==> src/rtl/muldiv_if.sv <==
// Request/result bundle between the execute stage and the multiply/divide unit.
// The pipeline drives start/op/a/b; the unit returns busy/done/div_zero and HI/LO.
interface muldiv_if #(
  parameter int WIDTH = 32
);
  logic             start;
  logic [2:0]       op;
  logic [WIDTH-1:0] a;
  logic [WIDTH-1:0] b;
  logic             busy;
  logic             done;
  logic             div_zero;
  logic [WIDTH-1:0] hi;
  logic [WIDTH-1:0] lo;

  modport master (
    output start, op, a, b,
    input  busy, done, div_zero, hi, lo
  );

  modport slave (
    input  start, op, a, b,
    output busy, done, div_zero, hi, lo
  );
endinterface

==> src/rtl/muldiv_unit.sv <==
// Iterative mult/multu/div/divu (one bit per cycle, WIDTH+2 cycles start-to-result) plus mthi/mtlo.
// Requests arriving while busy or with an invalid op are dropped; the pipeline stalls on busy.
module muldiv_unit #(
  parameter int WIDTH = 32
) (
  input  logic     clk,
  input  logic     rst_n,
  muldiv_if.slave  bus
);
  localparam int CW = $clog2(WIDTH);

  typedef enum logic [1:0] {IDLE, CALC, FIX} state_t;

  state_t           state_q, state_d;
  logic [CW-1:0]    count_q;
  logic             is_div_q, is_signed_q, sign_a_q, sign_b_q;
  logic [WIDTH-1:0] mag_a_q, mag_b_q;
  logic [WIDTH-1:0] acc_hi_q, acc_lo_q;
  logic [WIDTH-1:0] hi_q, lo_q;
  logic             done_q, dz_q;

  logic             op_valid, accept, sa, sb;
  logic [WIDTH-1:0] mag_a_n, mag_b_n;
  logic [WIDTH:0]   mul_sum, div_shift, div_diff;
  logic [2*WIDTH-1:0] prod, prod_fix;
  logic [WIDTH-1:0] quo_fix, rem_fix, a_orig;
  logic             neg_res;

  assign op_valid = !(bus.op[2] && bus.op[1]);
  assign accept   = bus.start && (state_q == IDLE) && op_valid;
  // op[0]=0 selects the signed flavour of mult/div
  assign sa       = !bus.op[0] && bus.a[WIDTH-1];
  assign sb       = !bus.op[0] && bus.b[WIDTH-1];
  assign mag_a_n  = sa ? -bus.a : bus.a;
  assign mag_b_n  = sb ? -bus.b : bus.b;

  // Multiply: add multiplicand when the low multiplier bit is set, then shift right.
  assign mul_sum   = {1'b0, acc_hi_q} + {1'b0, (acc_lo_q[0] ? mag_a_q : {WIDTH{1'b0}})};
  // Divide: shift next dividend bit into the remainder and trial-subtract the divisor.
  assign div_shift = {acc_hi_q, acc_lo_q[WIDTH-1]};
  assign div_diff  = div_shift - {1'b0, mag_b_q};

  assign neg_res  = is_signed_q && (sign_a_q ^ sign_b_q);
  assign prod     = {acc_hi_q, acc_lo_q};
  assign prod_fix = neg_res ? -prod : prod;
  assign quo_fix  = neg_res ? -acc_lo_q : acc_lo_q;
  assign rem_fix  = sign_a_q ? -acc_hi_q : acc_hi_q;
  assign a_orig   = sign_a_q ? -mag_a_q : mag_a_q;

  always_comb begin
    state_d = state_q;
    case (state_q)
      IDLE:    if (accept && !bus.op[2]) state_d = CALC;
      CALC:    if (count_q == CW'(WIDTH-1)) state_d = FIX;
      FIX:     state_d = IDLE;
      default: state_d = IDLE;
    endcase
  end

  always_ff @(posedge clk or negedge rst_n) begin
    if (!rst_n) begin
      state_q     <= IDLE;
      count_q     <= '0;
      is_div_q    <= 1'b0;
      is_signed_q <= 1'b0;
      sign_a_q    <= 1'b0;
      sign_b_q    <= 1'b0;
      mag_a_q     <= '0;
      mag_b_q     <= '0;
      acc_hi_q    <= '0;
      acc_lo_q    <= '0;
      hi_q        <= '0;
      lo_q        <= '0;
      done_q      <= 1'b0;
      dz_q        <= 1'b0;
    end else begin
      state_q <= state_d;
      done_q  <= 1'b0;
      dz_q    <= 1'b0;
      case (state_q)
        IDLE: begin
          if (accept) begin
            if (bus.op[2]) begin
              if (bus.op[0]) lo_q <= bus.a;
              else           hi_q <= bus.a;
            end else begin
              is_div_q    <= bus.op[1];
              is_signed_q <= !bus.op[0];
              sign_a_q    <= sa;
              sign_b_q    <= sb;
              mag_a_q     <= mag_a_n;
              mag_b_q     <= mag_b_n;
              acc_hi_q    <= '0;
              acc_lo_q    <= bus.op[1] ? mag_a_n : mag_b_n;
              count_q     <= '0;
            end
          end
        end
        CALC: begin
          count_q <= count_q + CW'(1);
          if (!is_div_q) begin
            acc_hi_q <= mul_sum[WIDTH:1];
            acc_lo_q <= {mul_sum[0], acc_lo_q[WIDTH-1:1]};
          end else if (!div_diff[WIDTH]) begin
            acc_hi_q <= div_diff[WIDTH-1:0];
            acc_lo_q <= {acc_lo_q[WIDTH-2:0], 1'b1};
          end else begin
            acc_hi_q <= div_shift[WIDTH-1:0];
            acc_lo_q <= {acc_lo_q[WIDTH-2:0], 1'b0};
          end
        end
        FIX: begin
          done_q <= 1'b1;
          if (!is_div_q) begin
            {hi_q, lo_q} <= prod_fix;
          end else if (mag_b_q == '0) begin
            hi_q <= a_orig;
            lo_q <= '1;
            dz_q <= 1'b1;
          end else begin
            hi_q <= rem_fix;
            lo_q <= quo_fix;
          end
        end
        default: ;
      endcase
    end
  end

  assign bus.busy     = (state_q != IDLE);
  assign bus.done     = done_q;
  assign bus.div_zero = dz_q;
  assign bus.hi       = hi_q;
  assign bus.lo       = lo_q;
endmodule

==> src/flat_wrapper.sv <==
// flat-port wrapper written by rule: the top's interface ports become plain ports
module muldiv_unit_flat 
#(
  parameter int WIDTH = 32
)
  (clk, rst_n, bus_start, bus_op, bus_a, bus_b, bus_busy, bus_done, bus_div_zero, bus_hi, bus_lo);
  muldiv_if #(.WIDTH(WIDTH)) bus_i ();
  input  logic clk;
  input  logic rst_n;
  input wire logic [$bits(bus_i.start)-1:0] bus_start;
  input wire logic [$bits(bus_i.op)-1:0] bus_op;
  input wire logic [$bits(bus_i.a)-1:0] bus_a;
  input wire logic [$bits(bus_i.b)-1:0] bus_b;
  output wire logic [$bits(bus_i.busy)-1:0] bus_busy;
  output wire logic [$bits(bus_i.done)-1:0] bus_done;
  output wire logic [$bits(bus_i.div_zero)-1:0] bus_div_zero;
  output wire logic [$bits(bus_i.hi)-1:0] bus_hi;
  output wire logic [$bits(bus_i.lo)-1:0] bus_lo;
  assign bus_i.start = bus_start;
  assign bus_i.op = bus_op;
  assign bus_i.a = bus_a;
  assign bus_i.b = bus_b;
  assign bus_busy = bus_i.busy;
  assign bus_done = bus_i.done;
  assign bus_div_zero = bus_i.div_zero;
  assign bus_hi = bus_i.hi;
  assign bus_lo = bus_i.lo;
  muldiv_unit #(.WIDTH(WIDTH)) u_core (.clk(clk), .rst_n(rst_n), .bus(bus_i));
endmodule
==> config.mk <==
export PLATFORM = sky130hd
export DESIGN_NAME = muldiv_unit_flat
export DESIGN_NICKNAME = d
export VERILOG_FILES = /design/src/rtl/muldiv_if.sv /design/src/rtl/muldiv_unit.sv /design/src/flat_wrapper.sv
export SDC_FILE = /design/constraint.sdc
export NUM_CORES = 1
export LEC_CHECK = 0
export ABC_AREA = 1
export BUFFER_PORTS_ARGS = -buffer_cell sky130_fd_sc_hd__buf_2
export CORE_ASPECT_RATIO = 0.9
export CORE_MARGIN = 10
export CORE_UTILIZATION = 47
export CTS_BUF_LIST = sky130_fd_sc_hd__clkbuf_8
export CTS_CLUSTER_DIAMETER = 120
export CTS_CLUSTER_SIZE = 20
export DETAILED_ROUTE_END_ITERATION = 8
export PLACE_DENSITY = 0.62
export SLEW_MARGIN = 20
export SYNTH_ARGS = -nofsm -noshare
export SYNTH_HDL_FRONTEND = slang
export SYNTH_SLANG_ARGS = --single-unit
export TNS_END_PERCENT = 50
==> constraint.sdc <==
create_clock -name clk -period 3.02 [get_ports clk]
set_input_delay 0.302 -clock clk [delete_from_list [all_inputs] [get_ports clk]]
set_output_delay 0.302 -clock clk [all_outputs]
set_load 0.03 [all_outputs]
==> results by group <==
Global routing
  • Vias in the first global route: 24000
  • Initial antenna violation count: 5
  • Largest net degree at the start of global routing: 119
  • Remaining global-route overflow: 0
  • Gr usage total: 0.358
  • Global-route wire length before repair: 150 mm

Critical path
  • Critical Path Most Common Cell: nand2_1
  • Critical path peak fanout: 3
  • Buf/Inv on CP: 2
  • Crit-path leading delay family: simple AND/OR/NAND/NOR gates
  • Slowest stage delay, CP: 0.43 ns
  • WP data required: 3.46 ns
  • CP cell instances: nand2_1 > inv_1 > ha_1 > inv_1 > fa_1 > o21ai_1 > nand2_1 > nand2_1 > nand2_1 > nand2_1 > nand2_1 > nand3_1 > nand2_1 > nor2_1 > nor2_1 > nand2_1 > nand2_1
  • CP arrival: 3.36 ns
  • CP startpoint kind: flop
  • Critical path class: flop to flop
  • Worst setup EP type: flop
  • Slowest cell on the critical path: fa_1

Clock network
  • Post-CTS Setup Inserts: 0
  • H-tree levels: 1
  • TritonCTS clock tree: built
  • Clock slew at reported path FFs: 0.12 ns
  • CTS Buffer Depth: 3
  • Root Driver: clkbuf_8
  • CTS Sinks: 205
  • CTS Buf Count: 15
  • Clock Latency Late Sink: 0.57 ns

Timing
  • Final period util: 0.966
  • Clock skew: 0.0313 ns
  • Fmax: 0.343 GHz
  • Hold Vio Cnt, Final: 0
  • Final setup viols: 0
  • Worst slew pin tran: 1.08 ns
  • Setup_tns: 0 ns
  • Crit path time final: 2.92 ns
  • RSZ-0062 raised after global routing: false
  • Final worst setup slack: 0.104 ns
  • Headroom to the max-slew limit: 0.279
  • Max-slew violation count: 0

Floorplanning
  • Initial core utilization: 0.479
  • Site Rows: 73
  • Die area: 54100 sq um
  • I/O pin cnt: 137
  • Die Span Y: 222 um
  • Core Region: 44400 sq um
  • Chip Width: 244 um

Placed design
  • DP HPWL: 83.3 mm
  • Number of port buffers: 136
  • RePlAce Congestion: 1.12
  • Pre-CTS WS: 0.122 ns

Yosys
  • Sequential share of the synthesized area: 0.241
  • Synth warn: 0
  • Number of flops mapped to enable cells by yosys: 0
  • Top_reg_cell synth: dfrtp_1
  • Unique masters post-synth: 51
  • Mapped Cells: 3672
  • Async SR Flop Fraction: 1.00
  • Syn Std Cell Area: 21200 sq um
  • Mean Syn Cell Area: 5.79 sq um
  • Number of synthesized register bits: 205
  • Syn Nets: 3815

Power
  • Pleak: 11.9 nW
  • Power Density: 1350 nW/um^2
  • Total power: 0.0314 W
  • Worst VDD drop: 0.000808 V

Drt
  • ANT nets after route: 0
  • DR vias: 26100
  • Initial drt markers: 3559
  • Wirelength per Cell: 23.2 um
  • Vias per cell: 5.94
  • Drt pass-1 iters: 8
  • DRC viols: 0
  • DRT Wirelength: 102 mm

Final layout
  • Area Growth Syn to Fin: 9.32%
  • Fraction of layout cells with a size suffix above 1: 0.0917
  • Layout net count: 3935
  • Fill count: 4753

Flow run
  • Max cap viols: 0

Status
  • Result of the run: finished clean

Min path
  • Class of the worst hold path: input port to flop
cell families after synthesis:
| group | count (synthesis) | share of synthesized area |
|---|---|---|
| DFF | 205 | 0.241 |
| xor gates and xnor gates | 81 | 0.0334 |
| and+or+nand+nor | 2198 | 0.435 |
| adders and majority gates | 73 | 0.0437 |
| buffers and inverters | 609 | 0.114 |
| AOI/OAI and AO/OA | 506 | 0.132 |
power breakdown:
part           switching (W)  internal, W  leakage [nW]  total [W]
registers            0.00199      0.00412          2.40    0.00611
logic                 0.0163      0.00737          9.38     0.0237
clock network        0.00106     0.000573         0.147    0.00163
Yosys cell counts (all sizes together), types with 49 or more instances:
master  number  area, sq um
o21ai      230         1180
dfrtp      205         5130
xor2        67          587
inv        477         1790
nand3      428         2160
nand4       59          369
clkbuf      50          188
nor2       534         2080
ha          71          888
nand2     1083         4100
buf         78          435
a21oi      172          876
nor3        49          250
state kept, by name, indices dropped and copies added (netlist names), 2 cells and up:
register         cells
u_core.acc_hi_q     32
u_core.acc_lo_q     32
u_core.bus.hi       32
u_core.bus.lo       32
u_core.mag_a_q      32
u_core.mag_b_q      32
u_core.count_q       5
u_core.state_q       2
layout make-up:
type,count,area (sq um),share of cell area
multi-input combinational,2858,13700,0.591
sequential,205,5140,0.221
inverter,481,1810,0.0778
timing repair buffer,231,1510,0.0650
tap,600,751,0.0323
clock buffer,15,206,0.00889
clock inverter,6,72.6,0.00312
antenna,1,2.50,0.000108
stage by stage:
| step | std cells | hold WS [ns] | utilization | instance area, sq um |
|---|---|---|---|---|
| CTS | 4396 | 0.00222 | 0.523 | 23200 |
| global route | 4396 | 0.0307 | 0.523 | 23200 |
| floorplan | 3672 | 0.00641 | - | 21200 |
| detailed placement | 4373 | 0.314 | 0.516 | 22900 |
| finish | 4397 | 0.0375 | 0.523 | 23200 |
| global placement | 4373 | 0.316 | 0.516 | 22900 |
placed cells by master (no fill, tap or decap), types with 48 or more instances in the layout:
cell type and count:
nand2_1 1072, ha_1 71, xor2_1 67, inv_1 472
dfrtp_1 198, buf_4 85, buf_2 135, nand3_1 425
nor3_1 48, nand4_1 59, a21oi_1 167, nor2_1 511
o21ai_0 212
what timing repair did:
item	CTS	global route
setup endpoints to repair	0	32
gates resized for setup	0	9
hold buffers	2	0
endpoints found under the hold margin	67	0
path summary, 6_finish.rpt:
path                            slack (ns)          startpoint  cells after the start             endpoint
min in group asynchronous             0.31               rst_n                      2    u_core.bus.hi[22]
worst max register to register        0.10  u_core.acc_lo_q[0]                     17  u_core.acc_hi_q[27]
worst max-delay path                  0.10  u_core.acc_lo_q[0]                     17  u_core.acc_hi_q[27]
worst min-delay path                  0.04            bus_a[0]                      3    u_core.mag_a_q[0]
worst min register to register        0.50    u_core.bus.hi[7]                      2     u_core.bus.hi[7]
max in group asynchronous             1.86               rst_n                      3   u_core.mag_a_q[19]
routing by layer:
| metal | routed length [um] | vias to the layer above | global-route usage | part of all wire |
|---|---|---|---|---|
| li1 | - | 12000 | - | - |
| met1 | 41400 | 12200 | 0.488 | 0.41 |
| met2 | 42500 | 1642 | 0.522 | 0.42 |
| met3 | 13900 | 227 | 0.110 | 0.14 |
| met4 | 4080 | 6 | 0.132 | 0.040 |
| met5 | 45 | - | 0 | 0.00044 |
worst reg2reg max path, delay by kind of cell (launching register included):
family                   cells  cell delay, ns
buffers and inverters        2            0.23
AND/OR/NAND/NOR             12            1.12
flip-flops                   1            0.41
AO/OA/AOI/OAI                1            0.27
adder cells (fa/ha/maj)      2            0.79
No activity file was read; power rests on OpenSTA's default activity.
